==> src/rtl/noc_link_tx.sv <==
// Credit-based NoC link transmitter: drains a show-ahead flit FIFO onto a
// registered link, tracks downstream credits, and keeps packets atomic against pause.
module noc_link_tx #(
    parameter int FLIT_SIZE     = 86,
    parameter int EOP_BIT       = 85,
    parameter int CREDITS       = 4,
    parameter int CREDIT_SIZE   = 3,
    parameter int FLIT_CNT_SIZE = 16
) (
    input  logic                     clk_i,
    input  logic                     rstq_i,
    input  logic                     fifo_empty_i,
    input  logic [FLIT_SIZE-1:0]     fifo_data_i,
    output logic                     fifo_rdreq_o,
    input  logic                     pause_i,
    input  logic                     credit_i,
    output logic                     link_valid_o,
    output logic [FLIT_SIZE-1:0]     link_data_o,
    output logic [CREDIT_SIZE-1:0]   credit_cnt_o,
    output logic                     busy_o,
    output logic                     err_o,
    output logic [FLIT_CNT_SIZE-1:0] flit_cnt_o
);

    localparam logic [0:0] ST_IDLE  = 1'b0;
    localparam logic [0:0] ST_BURST = 1'b1;
    localparam logic [CREDIT_SIZE-1:0] CREDIT_MAX = CREDIT_SIZE'(CREDITS);

    logic [0:0]               state_q;
    logic [CREDIT_SIZE-1:0]   credit_q;
    logic [FLIT_CNT_SIZE-1:0] flit_cnt_q;
    logic                     send;

    // Pause only blocks the start of a packet; credit_i never feeds this path.
    always_comb begin
        send = rstq_i && !fifo_empty_i && (credit_q != '0)
               && !(state_q == ST_IDLE && pause_i);
    end

    assign fifo_rdreq_o = send;
    assign credit_cnt_o = credit_q;
    assign flit_cnt_o   = flit_cnt_q;
    assign busy_o       = (state_q == ST_BURST);

    always_ff @(posedge clk_i) begin
        if (!rstq_i) begin
            state_q      <= ST_IDLE;
            link_valid_o <= 1'b0;
            link_data_o  <= '0;
            credit_q     <= CREDIT_MAX;
            flit_cnt_q   <= '0;
            err_o        <= 1'b0;
        end else begin
            link_valid_o <= send;
            if (send) begin
                link_data_o <= fifo_data_i;
                flit_cnt_q  <= flit_cnt_q + FLIT_CNT_SIZE'(1);
                state_q     <= fifo_data_i[EOP_BIT] ? ST_IDLE : ST_BURST;
            end

            // A return with a full counter and no spend is an overflow: saturate and flag.
            if (credit_i && !send && credit_q == CREDIT_MAX) begin
                err_o <= 1'b1;
            end else begin
                credit_q <= credit_q - CREDIT_SIZE'(send) + CREDIT_SIZE'(credit_i);
            end
        end
    end

endmodule

==> config.mk <==
export PLATFORM = sky130hd
export DESIGN_NAME = noc_link_tx
export DESIGN_NICKNAME = d
export VERILOG_FILES = /design/src/rtl/noc_link_tx.sv
export SDC_FILE = /design/constraint.sdc
export NUM_CORES = 1
export LEC_CHECK = 0
export BUFFER_PORTS_ARGS = -buffer_cell sky130_fd_sc_hd__buf_2
export CORE_MARGIN = 3
export CORE_UTILIZATION = 49
export DETAILED_ROUTE_END_ITERATION = 10
export PLACE_DENSITY = 0.9
export SLEW_MARGIN = 20
export SYNTH_ARGS = -nofsm -noshare
export SYNTH_HDL_FRONTEND = slang
export SYNTH_SLANG_ARGS = --single-unit
==> constraint.sdc <==
create_clock -name clk_i -period 5.3 [get_ports clk_i]
set_input_delay 1.06 -clock clk_i [delete_from_list [all_inputs] [get_ports clk_i]]
set_output_delay 1.06 -clock clk_i [all_outputs]
set_load 0.01 [all_outputs]
Word level (Yosys, flattened, before mapping)
Index checks and enable logic that the tools add are counted.
- register bits after elaboration: 108
- bits in latches: 0
- bits in writable memories: 0
- ROM bits: 0
- input port bits: 91
- output and inout bits: 109
- memories: 0
- $add $sub $neg: 3
- multipliers: 0
- divide/modulo/power cells: 0
- magnitude comparators: 0
- equal/unequal tests: 1
- shift operators: 0
- mux-type cells: 1
- bitwise logic cells: 1
- reduce and logical (&&, ||, !) cells: 10
- operators with widths (cell ; number):
    adder 16 x 1 -> 16 bit, second input constant ; 1
    logical AND 1 bit ; 6
    adder 3 x 1 -> 3 bit ; 1
    == test 3 bit, second input constant ; 1
    zero test 1 bit ; 3
    nonzero test 3 bit ; 1
    subtractor 3 x 1 -> 3 bit ; 1
    two-way mux 1 bit ; 1
    NOT 1 bit ; 1

Longest topological paths before layout
- word-level depth: 7
- gate-level depth with buffers: 13

Worst setup path after synthesis
Ideal clock, no wire load.
- kind: input-to-reg
- start point: input fifo_empty_i
- end point: register credit_q[2], in the netlist credit_cnt_o[2]
- setup time: 0.117 ns
- data arrival time: 3.422 ns
- path slack: 1.761 ns
- stages: 13
- path buffers: 3
- cells stage by stage: nand2b_1 > buf_2 > or3_1 > buf_2 > inv_2 > clkbuf_1 > ha_1 > inv_1 > ha_1 > fa_1 > xnor2_1 > xnor2_1 > nand2b_1
- cells in the longest elaborated chain, start to end: 7
- RTL lines (what ; RTL line ; text):
    start, declared ; 12 ; input logic fifo_empty_i,
    zero test 1 bit (*) ; 36 ; send = rstq_i && !fifo_empty_i && (credit_q != '0)
    logical AND 1 bit (*) (2 in series) ; 36 ;
    logical AND 1 bit (*) ; 37 ; && !(state_q == ST_IDLE && pause_i);
    via fifo_rdreq_o ; 14 ; output logic fifo_rdreq_o,
    branches (longest 3 deep; another with subtractor 3 x 1 -> 3 bit) ; -- ;
    end signal, assigned ; 65 ; credit_q <= credit_q - CREDIT_SIZE'(send) + CREDIT_SIZE'(credit_i);
    end, declared ; 30 ; logic [CREDIT_SIZE-1:0] credit_q;
Mark *: on every way through the listed nets, which the timed path passes.
A chain may end at the register's enable or synchronous reset.

Worst setup path after layout
- start point: input rstq_i
- end point: output fifo_rdreq_o
- cells in the longest elaborated chain, start to end: 3
- RTL lines (what ; RTL line ; text):
    start, declared ; 11 ; input logic rstq_i,
    logical AND 1 bit (2 in series) ; 36 ;
    logical AND 1 bit ; 37 ;
    end, declared ; 14 ;
No other way between the ends.

==> impl_metrics.csv <==
group,metric,value,unit
status,outcome,"finished, final reports clean",
timing,fin_ws,1500,ps
synth,ys_ff_latch,108,
setup_path,crit_chain,"buf_2 -> nand2b_1 -> or3_2 -> inv_2 -> buf_2",
timing,finalSetupViolCount,0,
final_layout,register_area,0.00216,mm²
synth,yosysMostFrequentCell,"nand2_1",
global_route,grt_pass1_vias,3611,
setup_path,r2r_start,"credit_cnt_o[2]",
cts,cts_root_buf,"clkbuf_8",
synth,synth_edf_count,0,
cts,cts_tree,"yes",
final_layout,diodes,0,
pwr,clkPwrFrac,0.289,
timing,slew_headroom,0.288,
worst_hold_path,whs_path_depth,2,
final_layout,multi_input_area,0.00161,mm²
detailed_routing,wl_per_cell,13.4,µm
final_layout,final_cells,780,
floorplanning,die_w,95.8,µm
detailed_routing,drtIter0Drc,161,
place,portBuffers,199,
synth,synth_top_family_by_area,"simple AND/OR/NAND/NOR gates",
global_route,grt_max_degree,89,
setup_path,reg2reg_slack,2330,ps
cts,cts-resized-gates,0,
pwr,power.leakage,0.00236,µW
worst_hold_path,min_to,"link_data_o[78]",
cts,postCtsHoldBufs,0,
setup_path,timing.critical_path.buf_inv,3,
timing,hold_violations,0,
worst_hold_path,holdCritPathClass,"flop to flop",
detailed_routing,drt_pass1_iterations,6,
final_layout,final_nets,768,
synth,synth_area,0.00395,mm²
place,dp.cells,764,
pwr,cell_internal_pwr,1140,µW
synth,synth_adder_area_share,0.0146,
synth,synthMuxAreaShare,0.0127,
synth,synth-compound-area-share,0.136,
floorplanning,die_area,0.00918,mm²
timing,period_minus_slack,3800,ps
timing,fin_setup_tns,0,ps
timing,worstMarginPinSlew,1060,ps
timing,finClkSkew,17.2,ps
cts,numCtsBuffers,9,
setup_path,crit_fanout,36,
cts,cts_setup_buffers,0,
synth,yosysSeqAreaShare,0.547,
pwr,power_frac_seq,0.556,
pwr,ir_worst_vdd,0.178,mV
final_layout,num-fill-cells,697,
detailed_routing,routed-via-count,3929,
pwr,combPwrFrac,0.154,
global_route,grt_pass1_wl,15600,µm
place,gp_congestion,0.795,
floorplanning,io_pins,200,
setup_path,crit_arrival,2740,ps
setup_path,path_delay_family,"buffers and inverters",
run,max-cap-violations,0,
synth,synth.top_cells.by_count,"nand2_1, dfxtp_1, a21oi_1",
worst_hold_path,min-delay-start,"link_data_o[78]",
cts,htreeDepth,3,
synth,synth_xor_area_frac,0.0155,
final_layout,syn_to_final_growth,30.2,%
detailed_routing,antenna_left,0,
setup_path,worstPathRequired,4240,ps
setup_path,rr_endpoint,"credit_cnt_o[2]",
synth,synth_cell_types,32,
synth,yosysTopAreaCellShare,0.547,
timing,slew_viol_final,0,
global_route,overflow,0,
setup_path,cp-start-kind,"input port",
detailed_routing,drt-total-wl,10500,µm
setup_path,path_common_cell,"buf_2",
detailed_routing,drc_errors,0,
synth,yosys_warnings,0,
floorplanning,initial_utilization,0.509,
place,dp_hpwl,7560,µm
synth,synth.area.top_cells,"dfxtp_1, nand2_1, a21oi_1, clkbuf_1, xnor2_1",
timing,fmax,263,MHz
cts,clk_path_buf_depth,2,
global_route,grtUsageTotal,0.212,
cts,insertion_delay,350,ps
synth,async_flop_share,0,
pwr,pwr_density_cell,311,mW/mm²
global_route,antenna_found_initial,0,
pwr,p_switching,462,µW
place,dpl_worst_slack,1490,ps
setup_path,crit_type,"input port to output port",
cts,cts.clk_slew.worst_paths,110,ps
timing,period_share,0.716,
synth,yosysTopAreaCell,"dfxtp_1",
final_layout,drive_gt1_frac,0.327,
synth,synthSimpleGateAreaFrac,0.228,
cts,cts_sinks,108,
detailed_routing,avgViaCountPerCell,5.04,
setup_path,end_kind,"output port",
pwr,sw_frac_of_total,0.289,
setup_path,worst_path_largest_cell_delay,540,ps
synth,synth_cells,493,
floorplanning,core-area,0.00777,mm²
synth,synth_flop_cell,"dfxtp_1",
floorplanning,fp-row-count,32,
timing,grt_setup_unrepaired,"no",
synth,syn_nets,588,
setup_path,crit_path_top_delay_cell,"or3_2",
setup_path,ff2ff_path_depth,10,
synth,syn_area_per_cell,8.01,µm²
floorplanning,die_height,95.8,µm
==> cells by family after synthesis <==
kind of cell	Yosys count
multiplexers	5
XOR/XNOR	7
AO/OA/AOI/OAI	102
adder cells (fa/ha/maj)	4
buffers and inverters	46
AND/OR/NAND/NOR	221
flip-flops	108
==> per-layer routing <==
metal / track usage / vias to the layer above / share of wire
met2: 0.392 / 152 / 0.52
met3: 0.0438 / 8 / 0.075
li1: - / 1959 / -
met5: 0 / - / 0
met1: 0.235 / 1810 / 0.40
met4: 0.0841 / 0 / 0.0098
==> sequential cells by signal, summed over array words and instances, names as in the netlist <==
| signal | count |
|---|---|
| err_o | 1 |
| link_valid_o | 1 |
| flit_cnt_o | 16 |
| credit_cnt_o | 3 |
| link_data_o | 86 |
| busy_o | 1 |
==> worst min-delay path: cells and delay by family, from the launching register on <==
family / cells / cell delay (ps)
and+or+nand+nor: 1 / 50
DFF: 1 / 320
AOI/OAI and AO/OA: 1 / 50
==> layout make-up <==
class	count	share of cell area
Clock buffer	9	0.0241
Clock inverter	7	0.0105
Inverter	13	0.00948
Multi-Input combinational cell	339	0.313
Sequential cell	108	0.420
Tap cell	102	0.0248
Timing Repair Buffer	202	0.198
==> power groups by stage <==
stage	Sequential (µW)	Combinational [µW]	Clock (µW)
detailed placement	907	248	0
global placement	905	240	0
CTS	889	249	477
finish	889	247	463
global route	895	277	511
floorplan	926	122	0
==> stage by stage <==
stage	hold slack, ps	power [µW]	instance area, µm²	util
after floorplan	481	1050	3950	-
after global placement	438	1140	4970	0.639
after detailed placement	443	1160	4970	0.639
after CTS	460	1610	5140	0.662
after global routing	476	1680	5140	0.662
final	458	1600	5140	0.662
==> placed cells by master (no fill, tap or decap), drive strengths merged <==
cell and count:
nand3b 1, nor4 6, nand2b 3, or2b 1, o311ai 2, or4 3
o41ai 2, inv 18, nor4b 1, buf 202, fa 1, or3b 1
nor2 10, o31ai 3, nand2 181, nand3 9, clkbuf 9, ha 3
a21oi 92, a21o 1, nor3 2, o21a 1, or3 2, mux2i 5
dfxtp 108, clkinv 2, nor2b 1, o21ai 1, xnor2 7
==> how the worst max path moves through the flow <==
stage / from / to / slack, ps / cells after the start
after global routing: rstq_i / fifo_rdreq_o / 1410 / 5
after floorplan: fifo_empty_i / credit_cnt_o[2] / 1760 / 13
after detailed placement: rstq_i / credit_cnt_o[2] / 1490 / 11
final: rstq_i / fifo_rdreq_o / 1500 / 5
after global placement: rstq_i / fifo_rdreq_o / 1590 / 5
after CTS: rstq_i / fifo_rdreq_o / 1520 / 5
Note: power is estimated with default switching activity, not from simulation.
